==> src/rtl/ad9648_cfg_pkg.sv <==
`default_nettype none
// ============================================================================
// Module      : ad9648_cfg_pkg
// Description : Shared types and constants for the AD9648 configuration
//               sequencer: FSM state encoding, SPI command field positions,
//               register addresses and command-word builders.
// Revision    : 1.0  initial release
// ============================================================================
package ad9648_cfg_pkg;

  // Sequencer states.
  typedef enum logic [3:0] {
    ST_IDLE     = 4'd0,
    ST_ISSUE_WR = 4'd1,
    ST_WAIT_WR  = 4'd2,
    ST_ISSUE_RD = 4'd3,
    ST_WAIT_RD  = 4'd4,
    ST_CHECK    = 4'd5,
    ST_NEXT     = 4'd6,
    ST_DONE     = 4'd7,
    ST_ERR      = 4'd8
  } state_e;

  // 24-bit command layout: [23]=R/nW, [22:21]=W1:W0, [20:8]=address, [7:0]=data.
  localparam int RW_BIT   = 23;
  localparam int ADDR_MSB = 20;
  localparam int ADDR_LSB = 8;

  // Register addresses used by the default table.
  localparam logic [12:0] REG_TRANSFER   = 13'h0FF;
  localparam logic [12:0] REG_OUT_MODE   = 13'h014;
  localparam logic [12:0] REG_CLK_DIV    = 13'h00B;
  localparam logic [12:0] REG_PWR        = 13'h008;
  localparam logic [12:0] REG_TEST_MODE  = 13'h00D;
  localparam logic [12:0] REG_CLK_PHASE  = 13'h016;
  localparam logic [12:0] REG_DCO_DELAY  = 13'h017;
  localparam logic [12:0] REG_INPUT_SPAN = 13'h018;

  // Transfer-register commit: pushes shadowed settings into the active set.
  localparam logic [23:0] COMMIT = 24'h00FF01;

  // Single-byte write command.
  function automatic logic [23:0] mk_wr(input logic [12:0] addr, input logic [7:0] data);
    return {1'b0, 2'b00, addr, data};
  endfunction

  // Single-byte read command for the same address; data field is don't-care.
  function automatic logic [23:0] mk_rd(input logic [12:0] addr);
    return {1'b1, 2'b00, addr, 8'h00};
  endfunction

endpackage
`default_nettype wire

==> src/rtl/ad9648_cfg_rom.sv <==
`default_nettype none
// ============================================================================
// Module      : ad9648_cfg_rom
// Description : Combinational power-up command table for the AD9648.
//               The chip soft-reset (and its settling wait) is handled
//               elsewhere, so the table starts with functional settings and
//               always ends with the transfer-register commit.
// Ports       : index_i  table index
//               word_o   24-bit SPI command word for that index
// Revision    : 1.0  initial release
// ============================================================================
module ad9648_cfg_rom
  import ad9648_cfg_pkg::*;
#(
  parameter int NumEntries = 8
) (
  input  logic [$clog2(NumEntries)-1:0] index_i,
  output logic [23:0]                   word_o
);

  logic [31:0] idx;
  assign idx = 32'(index_i);

  always_comb begin
    word_o = COMMIT;
    // Any index at or beyond the final slot returns the commit word, so the
    // last entry is the commit regardless of table length.
    if (idx < 32'(NumEntries - 1)) begin
      case (idx)
        32'd0:   word_o = mk_wr(REG_OUT_MODE,   8'h01); // two's complement output
        32'd1:   word_o = mk_wr(REG_CLK_DIV,    8'h00); // clock divide by 1
        32'd2:   word_o = mk_wr(REG_PWR,        8'h00); // both channels normal power
        32'd3:   word_o = mk_wr(REG_CLK_PHASE,  8'h00); // no input clock phase adjust
        32'd4:   word_o = mk_wr(REG_DCO_DELAY,  8'h00); // no DCO delay
        32'd5:   word_o = mk_wr(REG_INPUT_SPAN, 8'h04); // input span selection
        32'd6:   word_o = mk_wr(REG_TEST_MODE,  8'h00); // test pattern off
        default: word_o = COMMIT;
      endcase
    end
  end

endmodule
`default_nettype wire

==> src/rtl/ad9648_cfg_sequencer.sv <==
`default_nettype none
// ============================================================================
// Module      : ad9648_cfg_sequencer
// Description : Walks the AD9648 command table, handing each word to the
//               config unit via a start/done handshake. Optionally reads
//               back each written register and retries on mismatch. Flags
//               completion or failure (mismatch exhaustion or timeout).
// Ports       : clk_sys_i, rst_sys_clk_i   clock, async active-high reset
//               start_i, verify_en_i       sequence start, readback enable
//               start_transfer_o,tx_data_o  command to config unit
//               transfer_done_i,rx_data_i   completion/readback from unit
//               busy_o, config_done_o       status
//               error_o, err_index_o,       failure flag, failing entry and
//               err_timeout_o               cause (1 = timeout)
// Revision    : 1.0  initial release
// ============================================================================
module ad9648_cfg_sequencer
  import ad9648_cfg_pkg::*;
#(
  parameter int TxRegWidth    = 24,
  parameter int RxRegWidth    = 8,
  parameter int NumEntries    = 8,
  parameter int MaxRetries    = 3,
  parameter int TimeoutCycles = 4096
) (
  input  logic                          clk_sys_i,
  input  logic                          rst_sys_clk_i,
  input  logic                          start_i,
  input  logic                          verify_en_i,
  output logic                          start_transfer_o,
  output logic [TxRegWidth-1:0]         tx_data_o,
  input  logic                          transfer_done_i,
  input  logic [RxRegWidth-1:0]         rx_data_i,
  output logic                          busy_o,
  output logic                          config_done_o,
  output logic                          error_o,
  output logic [$clog2(NumEntries)-1:0] err_index_o,
  output logic                          err_timeout_o
);

  localparam int IdxW   = $clog2(NumEntries);
  localparam int RetryW = $clog2(MaxRetries + 1);
  localparam int TimerW = $clog2(TimeoutCycles);

  localparam logic [IdxW-1:0]   LAST_IDX    = IdxW'(NumEntries - 1);
  localparam logic [RetryW-1:0] RETRY_LIMIT = RetryW'(MaxRetries);
  localparam logic [TimerW-1:0] TIMER_LAST  = TimerW'(TimeoutCycles - 1);

  state_e                  state_q;
  logic [IdxW-1:0]         index_q;
  logic [RetryW-1:0]       retry_q;
  logic [TimerW-1:0]       timer_q;
  logic                    verify_q;
  logic [RxRegWidth-1:0]   rx_q;
  logic                    start_transfer_q;
  logic [TxRegWidth-1:0]   tx_data_q;
  logic                    busy_q;
  logic                    config_done_q;
  logic                    error_q;
  logic [IdxW-1:0]         err_index_q;
  logic                    err_timeout_q;

  // Incremented values, used where a counter advances.
  logic [IdxW-1:0]         index_d;
  logic [RetryW-1:0]       retry_d;
  logic [TimerW-1:0]       timer_d;

  logic [23:0]             rom_word;
  logic [23:0]             rd_cmd;
  logic                    is_last;
  logic                    verify_entry;
  logic                    rx_match;

  ad9648_cfg_rom #(
    .NumEntries (NumEntries)
  ) u_rom (
    .index_i (index_q),
    .word_o  (rom_word)
  );

  assign index_d = index_q + 1'b1;
  assign retry_d = retry_q + 1'b1;
  assign timer_d = timer_q + 1'b1;

  assign rd_cmd   = mk_rd(rom_word[ADDR_MSB:ADDR_LSB]);
  assign is_last  = (index_q == LAST_IDX);
  assign rx_match = (rx_q == rom_word[RxRegWidth-1:0]);

  // Read-type entries and the commit word are never read back: a read has
  // nothing to compare against, and the commit self-clears in the device.
  assign verify_entry = verify_q && !rom_word[RW_BIT] && !is_last;

  always_ff @(posedge clk_sys_i or posedge rst_sys_clk_i) begin
    if (rst_sys_clk_i) begin
      state_q          <= ST_IDLE;
      index_q          <= '0;
      retry_q          <= '0;
      timer_q          <= '0;
      verify_q         <= 1'b0;
      rx_q             <= '0;
      start_transfer_q <= 1'b0;
      tx_data_q        <= '0;
      busy_q           <= 1'b0;
      config_done_q    <= 1'b0;
      error_q          <= 1'b0;
      err_index_q      <= '0;
      err_timeout_q    <= 1'b0;
    end else begin
      start_transfer_q <= 1'b0;

      case (state_q)
        ST_IDLE, ST_DONE, ST_ERR: begin
          if (start_i) begin
            config_done_q <= 1'b0;
            error_q       <= 1'b0;
            err_index_q   <= '0;
            err_timeout_q <= 1'b0;
            index_q       <= '0;
            retry_q       <= '0;
            verify_q      <= verify_en_i;
            busy_q        <= 1'b1;
            state_q       <= ST_ISSUE_WR;
          end
        end

        ST_ISSUE_WR: begin
          tx_data_q        <= TxRegWidth'(rom_word);
          start_transfer_q <= 1'b1;
          timer_q          <= '0;
          state_q          <= ST_WAIT_WR;
        end

        ST_WAIT_WR: begin
          // Done takes priority over a simultaneous terminal count.
          if (transfer_done_i) begin
            state_q <= verify_entry ? ST_ISSUE_RD : ST_NEXT;
          end else if (timer_q == TIMER_LAST) begin
            error_q       <= 1'b1;
            err_index_q   <= index_q;
            err_timeout_q <= 1'b1;
            busy_q        <= 1'b0;
            state_q       <= ST_ERR;
          end else begin
            timer_q <= timer_d;
          end
        end

        ST_ISSUE_RD: begin
          tx_data_q        <= TxRegWidth'(rd_cmd);
          start_transfer_q <= 1'b1;
          timer_q          <= '0;
          state_q          <= ST_WAIT_RD;
        end

        ST_WAIT_RD: begin
          if (transfer_done_i) begin
            rx_q    <= rx_data_i;
            state_q <= ST_CHECK;
          end else if (timer_q == TIMER_LAST) begin
            error_q       <= 1'b1;
            err_index_q   <= index_q;
            err_timeout_q <= 1'b1;
            busy_q        <= 1'b0;
            state_q       <= ST_ERR;
          end else begin
            timer_q <= timer_d;
          end
        end

        ST_CHECK: begin
          if (rx_match) begin
            state_q <= ST_NEXT;
          end else if (retry_d < RETRY_LIMIT) begin
            retry_q <= retry_d;
            state_q <= ST_ISSUE_WR;
          end else begin
            error_q       <= 1'b1;
            err_index_q   <= index_q;
            err_timeout_q <= 1'b0;
            busy_q        <= 1'b0;
            state_q       <= ST_ERR;
          end
        end

        ST_NEXT: begin
          retry_q <= '0;
          if (is_last) begin
            config_done_q <= 1'b1;
            busy_q        <= 1'b0;
            state_q       <= ST_DONE;
          end else begin
            index_q <= index_d;
            state_q <= ST_ISSUE_WR;
          end
        end

        default: begin
          busy_q  <= 1'b0;
          state_q <= ST_IDLE;
        end
      endcase
    end
  end

  assign start_transfer_o = start_transfer_q;
  assign tx_data_o        = tx_data_q;
  assign busy_o           = busy_q;
  assign config_done_o    = config_done_q;
  assign error_o          = error_q;
  assign err_index_o      = err_index_q;
  assign err_timeout_o    = err_timeout_q;

endmodule
`default_nettype wire
==> config.mk <==
export PLATFORM = sky130hd
export DESIGN_NAME = ad9648_cfg_sequencer
export DESIGN_NICKNAME = d
export VERILOG_FILES = /design/src/rtl/ad9648_cfg_pkg.sv /design/src/rtl/ad9648_cfg_rom.sv /design/src/rtl/ad9648_cfg_sequencer.sv
export SDC_FILE = /design/constraint.sdc
export NUM_CORES = 1
export LEC_CHECK = 0
export CAP_MARGIN = 5
export CORE_MARGIN = 8
export CORE_UTILIZATION = 55
export DETAILED_ROUTE_END_ITERATION = 16
export DONT_BUFFER_PORTS = 1
export GPL_TIMING_DRIVEN = 0
export HOLD_SLACK_MARGIN = 0.12
export MAX_ROUTING_LAYER = met4
export PLACE_DENSITY = 0.8
export SETUP_SLACK_MARGIN = 0.02
export SLEW_MARGIN = 20
export SYNTH_ARGS = -nofsm -noshare
export SYNTH_HDL_FRONTEND = slang
export SYNTH_SLANG_ARGS = --single-unit
==> constraint.sdc <==
create_clock -name clk_sys_i -period 3.06 [get_ports clk_sys_i]
set_clock_uncertainty 0.15 [all_clocks]
set_input_delay 0.765 -clock clk_sys_i [delete_from_list [all_inputs] [get_ports clk_sys_i]]
set_output_delay 0.765 -clock clk_sys_i [all_outputs]
set_load 0.03 [all_outputs]
== Word level (Yosys, flattened, before mapping) ==
Index checks and enable logic that the tools add are counted.

* Add/sub/neg operators: 3
* Order comparisons: 2
* Equal/unequal tests: 26
* Multiplexer cells: 44
* Bitwise logic cells: 1
* Reductions and logical operators: 22

{| class="wikitable"
|+ Operator list
! operator !! count
|-
| $pmux W16 S7 || 1
|-
| $pmux W24 S2 || 1
|-
| $logic_not A32 Y1 || 1
|-
| $pmux W4 S7 || 1
|-
| $mux W12 || 2
|-
| $mux W24 || 1
|-
| $mux W3 || 8
|-
| $mux W4 || 6
|-
| $pmux W12 S2 || 1
|-
| $eq A4 B3 Y1 const B || 4
|-
| $ne A2 B2 Y1 const B || 8
|-
| $mux W1 || 13
|-
| $add A12 B1 Y12 const B || 1
|-
| $eq A12 B12 Y1 const B || 1
|-
| $eq A3 B3 Y1 const B || 4
|-
| $pmux W3 S3 || 1
|-
| $reduce_and A3 Y1 || 3
|-
| $eq A4 B2 Y1 const B || 2
|-
| $eq A8 B8 Y1 || 1
|-
| $reduce_and A7 Y1 || 1
|-
| $eq A3 B2 Y1 const B || 2
|-
| $mux W2 || 3
|-
| $pmux W1 S3 || 2
|-
| $pmux W2 S3 || 1
|-
| 22 further kinds || 29
|}

* Register bits: 62
* Input bits: 13
* Output and inout port bits: 32

== Depth between registers and ports, before layout ==
Gate-level depths: netlist of run 1.

* Word-level depth: 9
* Mapped depth: 8

== By module ==
A second synthesis of run 1 with hierarchy kept.

* Cell total of the unflattened synthesis: 340
* Area total of the unflattened synthesis: 3199.3 µm²

{| class="wikitable"
|+ Modules (own cells, without submodules)
! module !! times used !! cells an instance !! area an instance (µm²) !! sequential area each (µm²)
|-
| ad9648_cfg_sequencer || 1 || 309 || 2984.1 || 1551.5
|-
| ad9648_cfg_rom || 1 || 31 || 215.2 || 0.0
|}

== Least setup slack after synthesis of run 1 ==
Ideal clock, no wire load.

* Kind: reg-to-reg
* From: reg index_q[0]
* To: reg err_index_q[0] (netlist: err_index_o[0])
* Setup time: 0.121 ns
* Data arrival time: 2.027 ns
* Setup slack: 0.762 ns
* Stages on the path, launching flop included: 9
* Path buffers: 0
* Clock period less this slack: 2.298 ns
* Cells stage by stage: dfrtp_1 > inv_1 > ha_1 > or2_2 > o311ai_2 > xnor2_1 > nand3_1 > a31o_2 > a22o_1

* Cells in the longest elaborated chain, start to end: 6

{| class="wikitable"
|+ RTL lines
! item !! RTL line !! RTL
|-
| start, declared || ad9648_cfg_sequencer.sv:50 || <nowiki>logic [IdxW-1:0] index_q;</nowiki>
|-
| start signal, assigned || ad9648_cfg_sequencer.sv:192 || <nowiki>index_q <= index_d;</nowiki>
|-
| $logic_not A32 Y1 (tied with other cells) || ad9648_cfg_rom.sv:29 || <nowiki>case (idx)</nowiki>
|-
| $pmux W16 S7 || ad9648_cfg_rom.sv:29 ||
|-
| $mux W24 || ad9648_cfg_rom.sv:28 || <nowiki>if (idx < 32'(NumEntries - 1)) begin</nowiki>
|-
| $eq A8 B8 Y1 || ad9648_cfg_sequencer.sv:87 || <nowiki>assign rx_match = (rx_q == rom_word[RxRegWidth-1:0]);</nowiki>
|-
| $ne A2 B2 Y1 (no line) || -- ||
|-
| $reduce_and A6 Y1 (no line) || -- ||
|-
| end signal, assigned || ad9648_cfg_sequencer.sv:139 || <nowiki>err_index_q <= index_q;</nowiki>
|-
| end signal, assigned || ad9648_cfg_sequencer.sv:161 || <nowiki>err_index_q <= index_q;</nowiki>
|-
| end signal, assigned || ad9648_cfg_sequencer.sv:178 || <nowiki>err_index_q <= index_q;</nowiki>
|-
| end, declared || ad9648_cfg_sequencer.sv:60 || <nowiki>logic [IdxW-1:0] err_index_q;</nowiki>
|}

Several ways; a longest one is shown, not always the timed one. The select of a mux whose other input is x is not followed.
A chain may end at the register's enable or synchronous reset.

== Worst setup path in the final report of run 1 ==
* From: reg index_q[0]
* To: reg state_q[0]

* Cells in the longest elaborated chain, start to end: 6

{| class="wikitable"
|+ RTL lines
! item !! RTL line !! RTL
|-
| $logic_not A32 Y1 (tied with other cells) || ad9648_cfg_rom.sv:29 ||
|-
| $pmux W16 S7 / $logic_not A1 Y1 (equally long branches) || ad9648_cfg_rom.sv:29, ad9648_cfg_sequencer.sv:91 ||
|-
| $mux W24 / $logic_and A1 B1 Y1 (equally long branches) || ad9648_cfg_rom.sv:28, ad9648_cfg_sequencer.sv:91 ||
|-
| $eq A8 B8 Y1 / $mux W3 (equally long branches) || ad9648_cfg_sequencer.sv:87, ad9648_cfg_sequencer.sv:136 ||
|-
| $mux W4 (on tied branches) || ad9648_cfg_sequencer.sv:171, ad9648_cfg_sequencer.sv:135 ||
|-
| $pmux W4 S7 (*) || ad9648_cfg_sequencer.sv:111 || <nowiki>case (state_q)</nowiki>
|-
| end signal, assigned || ad9648_cfg_sequencer.sv:136 || <nowiki>state_q <= verify_entry ? ST_ISSUE_RD : ST_NEXT;</nowiki>
|-
| end, declared || ad9648_cfg_sequencer.sv:49 || <nowiki>state_e state_q;</nowiki>
|}

Every way passes the cells marked *; elsewhere a longest branch is shown, timed or not.

==> reports/qor.yml, run 1 <==
synth_seq_cells: 47
syn_inst: 274
gp_congestion: 0.919
hold_buffers: 0
tritoncts: "built"
setup_slack_ps: 398
antenna_found_initial: 0
cts_made_buffers: 5
grt_pass1_wl_mm: 9.50
ios: 45
ir_drop_uv: 547
dp_worst_setup_slack_ps: 421
syn_area_per_cell_sq_um: 9.61
initialDrtViolationCount: 269
ys_seq_area_share_pct: 44.7
synth-edff-count: 0
nFillCells: 375
drc: 0
crit_required_ps: 3100
worstSkewPairLatency_ps: 300
finalCritPeriodShare_pct: 87.0
ys_top_cells_by_area: "dfrtp_1 (45%), nand2_1 (4.6%), buf_4 (4.3%), mux2_2 (4.3%), ha_1 (3.3%)"
num_vias: 1991
n_antenna_cell: 0
design.die.area_sq_um: 7260
grt_max_degree: 27
placed_area_sq_um: 2770
finish.instance_area_sq_um: 2870
die_x_microns: 85.2
root_buffer: "clkbuf_8"
yosysMostFrequentCell: "dfrtp_1"
hold_viol: 0
grt.total_usage_pct: 16.8
nets: 314
synth_top_area_share_pct: 44.7
drive_above_1_share_pct: 16.6
seqCellArea_sq_um: 1180
relSlewSlack_pct: 45.1
hold_path.class: "in -> async"
htreeDepth: 2
ys.flop_type: "dfrtp_1"
start_util_pct: 56.5
synth_cell_types: 53
critPathLaunchType: "flop"
ys_async_sr_fraction_pct: 100
syn_area_sq_um: 2630
dp_hpwl_mm: 4.20
area_growth_syn_to_layout_pct: 8.94
ant_nets: 0
p_leak_nw: 1.34
max_freq_ghz: 0.376
rsz0062_at_grt: "no"
status: "complete, no violations"
drt_wl_total_mm: 5.77
clk_path_buf_depth: 2
viasPerCell: 5.70
grt-ovfl-total: 0
grt_pass1_vias: 1937
fin_tns_setup_ps: 0
path_clk_slew_ps: 90
critPathArrivalTime_ps: 2700
reg2reg_depth: 8
tightest_slew_ps: 817
finalPower_w: 0.00256
power.density_nw_per_um2: 894
slew_violations: 0
multi_input_area_sq_um: 1280
finalCriticalPeriod_ps: 2660
synthTopCellsByCount: "dfrtp_1 (47), nand2_1 (32), nor2_1 (21)"
wl_per_cell_microns: 16.5
yosys_warnings: 0
whs_ps: 245
cts_setup_buffers: 0
cts_resized: 0
drv_cap: 0
io_buffer_count: 0
core_area_sq_um: 4660
firstDrtPassIters: 4
crit_path_end_kind: "flop"
worstSetupPathType: "reg -> reg"
die-height_microns: 85.2
finalSetupViolations: 0
synth_top_area_cell: "dfrtp_1"
path_max_fanout: 8
num_rows: 25
cts.sinks: 47
## metrics by stage
stage / instances / util [%]
after global placement: 340 / 58.9
after floorplan: 286 / -
after CTS: 349 / 61.5
after global routing: 349 / 61.5
after detailed placement: 341 / 59.5
final: 349 / 61.5
## power breakdown
group	internal [W]	leakage [nW]	switching, W
clock	0.000185	0.0484	0.000209
combinational	0.000444	0.679	0.000656
sequential	0.000795	0.611	0.000272
total	0.00143	1.34	0.00114
## path summary, 6_finish.rpt
path | startpoint | endpoint | slack (ps)
hold / removal | rst_sys_clk_i | timer_q[4]$_DFFE_PP0P_ | 250
min in group clk_sys_i | retry_q[0]$_DFFE_PP0P_ | retry_q[0]$_DFFE_PP0P_ | 350
setup / recovery | index_q[0]$_DFFE_PP0P_ | state_q[0]$_DFFE_PP0N_ | 400
hold reg to reg | retry_q[0]$_DFFE_PP0P_ | retry_q[0]$_DFFE_PP0P_ | 350
setup reg to reg | index_q[0]$_DFFE_PP0P_ | state_q[0]$_DFFE_PP0N_ | 400
max in group asynchronous | rst_sys_clk_i | retry_q[0]$_DFFE_PP0P_ | 2000
## worst max-delay path, cell delays in order (launching register included)
cell      delay (ps)
dfrtp_1          510
inv_1            110
ha_1             230
or2_2            290
o311ai_2         360
xnor2_1          210
a311o_1          300
o211ai_1         130
a32o_1           270
## state kept, by name, indices dropped and copies added, names as in the netlist
| register | flops |
|---|---|
| config_done_o | 1 |
| busy_o | 1 |
| retry_q | 2 |
| state_q | 4 |
| err_timeout_o | 1 |
| rx_q | 8 |
| index_q | 3 |
| tx_data_o | 9 |
| start_transfer_o | 1 |
| verify_q | 1 |
| err_index_o | 3 |
| timer_q | 12 |
| error_o | 1 |
## placed cells by master (no fill, tap or decap), types with 8 or more instances in the layout
cell type	n
dfrtp_1	47
nand2_1	32
nor2_1	21
nand3_1	17
buf_4	15
conb_1	13
inv_1	12
nor3_1	12
mux2_2	10
a21oi_1	9
xor2_1	9
a22o_1	8
## per-layer routing
metal / global-route usage [%] / up-vias / routed length, microns
li1: - / 976 / -
met3: 5.69 / 9 / 496
met4: 6.47 / 0 / 61
met1: 19.8 / 930 / 2510
met5: - / - / 0
met2: 25.7 / 76 / 2700
## cell type report
cell class              instances  share of cell area (%)
multi-input cells             199                    44.7
flip-flops and latches         47                    41.0
plain buffers                  27                    5.98
clock buffers                   7                    3.01
well taps                      54                    2.36
inverters                      13                    1.70
repair buffers                  1                   0.960
clock inverters                 1                   0.305
## cell families after synthesis
group,share of synthesized area (%)
multiplexers,5.04
XOR/XNOR,4.33
AO/OA/AOI/OAI,13.9
buffers and inverters,8.36
other,0.142
AND/OR/NAND/NOR,20.2
flip-flops,44.7
adder cells (fa/ha/maj),3.33
No activity file was read; power rests on OpenSTA's default activity.
==> run 2: changes to the inputs <==
--- a/config.mk
+++ b/config.mk
@@ -6,6 +6,7 @@
 export NUM_CORES = 1
 export LEC_CHECK = 0
 export CAP_MARGIN = 5
+export CORE_ASPECT_RATIO = 0.75
 export CORE_MARGIN = 8
 export CORE_UTILIZATION = 55
 export DETAILED_ROUTE_END_ITERATION = 16
==> reports/qor.yml, run 2 (same netlist as run 1, synthesis figures left out) <==
critPathArrivalTime_ps: 2710
maxUsedRoutingLayer: "met4"
rsz0062_at_grt: "no"
fin_tns_setup_ps: 0
drv_cap: 0
largest_reg_flops: 12
final_common_cell: "dfrtp_1"
path_depth: 8
n_antenna_cell: 0
core_area_sq_um: 4550
grt_pass1_vias: 1921
die_x_microns: 95.9
start_util_pct: 57.9
worstSkewPairLatency_ps: 290
dp_hpwl_mm: 4.30
root_buffer: "clkbuf_8"
crit_path_max_incr_delay_ps: 530
grt_pass1_wl_mm: 9.52
rrSetupSlack_ps: 360
crit_path_end_kind: "flop"
crit_required_ps: 3070
crit_start: "index_q[0]$_DFFE_PP0P_"
grt_max_degree: 26
tightest_slew_ps: 735
path_cells: "inv_1 -> ha_1 -> or2_2 -> o311ai_2 -> xnor2_1 -> and4_1 -> nor3_1 -> o22ai_1"
drc: 0
wl_per_cell_microns: 15.9
cts.sinks: 47
wl_met3_microns: 559
worstSetupPathType: "reg -> reg"
critPathLaunchType: "flop"
final_cell_mix: "dfrtp_1 (47), nand2_1 (32), nor2_1 (21)"
path_buf_inv: 1
ir_drop_uv: 563
reg2reg_depth: 8
power.density_nw_per_um2: 876
r2r-start: "index_q[0]$_DFFE_PP0P_"
grt.total_usage_pct: 16.7
cts_resized: 0
tritoncts: "built"
gp_congestion: 0.926
max_freq_ghz: 0.370
design.die.area_sq_um: 7280
firstDrtPassIters: 4
num_vias: 2008
viasPerCell: 5.74
die-height_microns: 75.9
ant_nets: 0
grt-ovfl-total: 0
crit_path_end: "retry_q[1]$_DFFE_PP0P_"
wl_met2_mm: 2.34
path_clk_slew_ps: 80
num_rows: 21
dp_worst_setup_slack_ps: 376
nets: 314
ios: 45
finalCriticalPeriod_ps: 2700
io_buffer_count: 0
area_growth_syn_to_layout_pct: 7.94
crit_family: "simple AND/OR/NAND/NOR gates"
hold_buffers: 0
drt_wl_total_mm: 5.56
relSlewSlack_pct: 50.6
hold_viol: 0
path_max_fanout: 8
setup_slack_ps: 361
status: "complete, no violations"
clk_path_buf_depth: 2
rr_endpoint: "retry_q[1]$_DFFE_PP0P_"
slowest_stage: "dfrtp_1"
placed_area_sq_um: 2770
cts_made_buffers: 5
antenna_found_initial: 0
finish.instance_area_sq_um: 2840
p_leak_nw: 1.32
cts_setup_buffers: 0
htreeDepth: 2
finalCritPeriodShare_pct: 88.2
drt-met1-wl_mm: 2.62
largest-register: "timer_q"
finalSetupViolations: 0
whs_ps: 233
hold_path.class: "in -> async"
utilization_pct: 62.5
initialDrtViolationCount: 117
slew_violations: 0
drive_above_1_share_pct: 16.0
-- run 2: area by class of cell --
| cell class | instances | area, sq um |
|---|---|---|
| inverters | 13 | 48.8 |
| flip-flops and latches | 47 | 1180 |
| clock buffers | 6 | 72.6 |
| multi-input cells | 199 | 1280 |
| repair buffers | 1 | 20.0 |
| well taps | 57 | 71.3 |
| fillers | 391 | 1700 |
| plain buffers | 27 | 171 |
-- run 2: routing by layer --
metal | vias up | GRT usage [%]
met5 | - | -
met4 | 0 | 4.75
met3 | 8 | 4.82
met2 | 80 | 22.2
met1 | 948 | 23.8
li1 | 972 | -
-- run 2: worst min path at each step --
stage | depth (start not counted) | endpoint
after floorplan | 1 | retry_q[0]$_DFFE_PP0P_
after global placement | 1 | retry_q[0]$_DFFE_PP0P_
after detailed placement | 1 | retry_q[0]$_DFFE_PP0P_
after CTS | 1 | state_q[1]$_DFFE_PP0N_
after global routing | 1 | timer_q[10]$_DFFE_PP0P_
final | 1 | timer_q[9]$_DFFE_PP0P_
-- run 2: worst reg2reg max path, delay by kind of cell (launching register included) --
kind / cells / cell delay (ps)
AND/OR/NAND/NOR: 3 / 820
AO/OA/AOI/OAI: 2 / 550
flip-flops: 1 / 530
adder cells (fa/ha/maj): 1 / 230
XOR/XNOR: 1 / 170
buffers and inverters: 1 / 120
-- run 2: stage by stage --
stage,std cells,power (W)
final,350,0.00249
after global routing,350,0.00270
after CTS,350,0.00250
after detailed placement,344,0.00216
after global placement,343,0.00212
after floorplan,286,0.00192
-- run 2: power breakdown --
part	leakage (nW)	switching [W]	total, W	internal (W)
sequential	0.611	0.000271	0.00107	0.000796
clock	0.0371	0.000184	0.000336	0.000152
combinational	0.675	0.000644	0.00109	0.000442
==> run 3: changes to the inputs <==
--- a/config.mk
+++ b/config.mk
@@ -11,6 +11,7 @@
 export CORE_UTILIZATION = 55
 export DETAILED_ROUTE_END_ITERATION = 16
 export DONT_BUFFER_PORTS = 1
+export GPL_ROUTABILITY_DRIVEN = 0
 export GPL_TIMING_DRIVEN = 0
 export HOLD_SLACK_MARGIN = 0.12
 export MAX_ROUTING_LAYER = met4
==> reports/qor.yml, run 3 (same netlist as run 1, synthesis figures left out) <==
status: "complete, no violations"
path_clk_slew_ps: 80
relSlewSlack_pct: 48.4
largest-register: "timer_q"
nFillCells: 391
placed_area_sq_um: 2770
internal-power_w: 0.00150
path_max_fanout: 8
combPwrFrac_pct: 41.7
multi_input_area_sq_um: 1280
drive_above_1_share_pct: 16.9
grt_pass1_wl_mm: 9.49
nets: 314
max_freq_ghz: 0.370
path_cells: "inv_1 -> ha_1 -> or2_2 -> o311ai_2 -> xnor2_1 -> nand3_1 -> a31o_2 -> a22o_1"
dp_worst_setup_slack_ps: 388
drc: 0
wl_per_cell_microns: 16.1
worstSetupPathType: "reg -> reg"
grt_pass1_vias: 1931
critPathLaunchType: "flop"
core_area_sq_um: 4550
start_util_pct: 57.9
antenna_found_initial: 0
final_cells: 352
finalSetupViolations: 0
final_cell_mix: "dfrtp_1 (47), nand2_1 (32), nor2_1 (21)"
grt.total_usage_pct: 16.4
ios: 45
htreeDepth: 2
drt_wl_total_mm: 5.66
root_buffer: "clkbuf_8"
grt-ovfl-total: 0
tightest_slew_ps: 768
crit_path_end_kind: "flop"
num_rows: 21
ant_nets: 0
rsz0062_at_grt: "no"
swShare_pct: 42.8
hold_buffers: 0
pwr-share-clk_pct: 17.8
whs_ps: 146
tritoncts: "built"
seqCellArea_sq_um: 1180
slowest_stage: "dfrtp_1"
finish.instance_area_sq_um: 2890
power.density_nw_per_um2: 911
hold_path.class: "in -> async"
io_buffer_count: 0
cts_made_buffers: 5
clk_path_buf_depth: 2
initialDrtViolationCount: 102
final_common_cell: "dfrtp_1"
setup_slack_ps: 359
finalCritPeriodShare_pct: 88.3
worstSkewPairLatency_ps: 300
place_inst: 344
fin_tns_setup_ps: 0
viasPerCell: 5.78
cts.sinks: 47
grt_max_degree: 34
dp_hpwl_mm: 4.28
crit_required_ps: 3110
cts_resized: 0
num_vias: 2035
crit_path_max_incr_delay_ps: 530
p_leak_nw: 1.35
seq_power_share_pct: 40.5
area_growth_syn_to_layout_pct: 9.65
firstDrtPassIters: 4
design.die.area_sq_um: 7280
ir_drop_uv: 555
drv_cap: 0
finalCriticalPeriod_ps: 2700
n_antenna_cell: 0
die_x_microns: 95.9
slew_violations: 0
cts_setup_buffers: 0
largest_reg_flops: 12
p_switching_w: 0.00113
critPathArrivalTime_ps: 2750
hold_viol: 0
die-height_microns: 75.9
==> run 3: cell types whose count changed in the layout (fill, tap and decap cells not counted) <==
cell	before	now
bufinv_16	0	1
clkbuf_1	6	5
clkbuf_8	5	6
clkinv_2	0	1
==> run 3: power by group through the flow <==
stage          logic, W  registers (W)  clock network (W)
4_1_cts         0.00109        0.00107           0.000477
6_report        0.00110        0.00107           0.000467
3_5_place_dp    0.00108        0.00108                  0
3_3_place_gp    0.00105        0.00107                  0
2_1_floorplan  0.000888        0.00103                  0
5_1_grt         0.00121        0.00109           0.000502
==> run 3: through the flow <==
| step | power, W | utilization (%) |
|---|---|---|
| floorplan | 0.00192 | - |
| global placement | 0.00212 | 60.5 |
| detailed placement | 0.00216 | 60.9 |
| CTS | 0.00263 | 63.5 |
| global route | 0.00280 | 63.5 |
| finish | 0.00263 | 63.5 |
==> run 3: final timing paths <==
check	startpoint	endpoint	slack, ps	cells after the start
setup / recovery	index_q[0]$_DFFE_PP0P_	err_index_o[0]$_DFFE_PP0P_	360	8
min in group clk_sys_i	retry_q[0]$_DFFE_PP0P_	retry_q[0]$_DFFE_PP0P_	330	1
hold / removal	rst_sys_clk_i	rx_q[2]$_DFFE_PP0P_	150	1
setup reg to reg	index_q[0]$_DFFE_PP0P_	err_index_o[0]$_DFFE_PP0P_	360	8
hold reg to reg	retry_q[0]$_DFFE_PP0P_	retry_q[0]$_DFFE_PP0P_	330	1
max in group asynchronous	rst_sys_clk_i	timer_q[3]$_DFFE_PP0P_	2140	2
==> run 3: worst max-delay path: cells and delay by family (launching register included) <==
| family | cells | cell delay (ps) |
|---|---|---|
| AND/OR/NAND/NOR | 2 | 390 |
| AO/OA/AOI/OAI | 3 | 970 |
| XOR/XNOR | 1 | 210 |
| buffers and inverters | 1 | 110 |
| flip-flops | 1 | 530 |
| adder cells (fa/ha/maj) | 1 | 230 |
==> run 3: final cells by class <==
type | count | share of cell area (%)
clock inverters | 2 | 1.21
flip-flops and latches | 47 | 40.7
repair buffers | 1 | 0.694
well taps | 57 | 2.47
plain buffers | 27 | 5.94
multi-input cells | 199 | 44.4
inverters | 13 | 1.69
clock buffers | 6 | 2.86
==> run 3: metal layers <==
layer | wire length, microns | global-route usage [%] | up-vias
li1 | - | - | 980
met1 | 2540 | 21.9 | 954
met2 | 2400 | 22.3 | 94
met3 | 667 | 6.69 | 7
met4 | 57 | 4.29 | 0
met5 | 0 | - | -
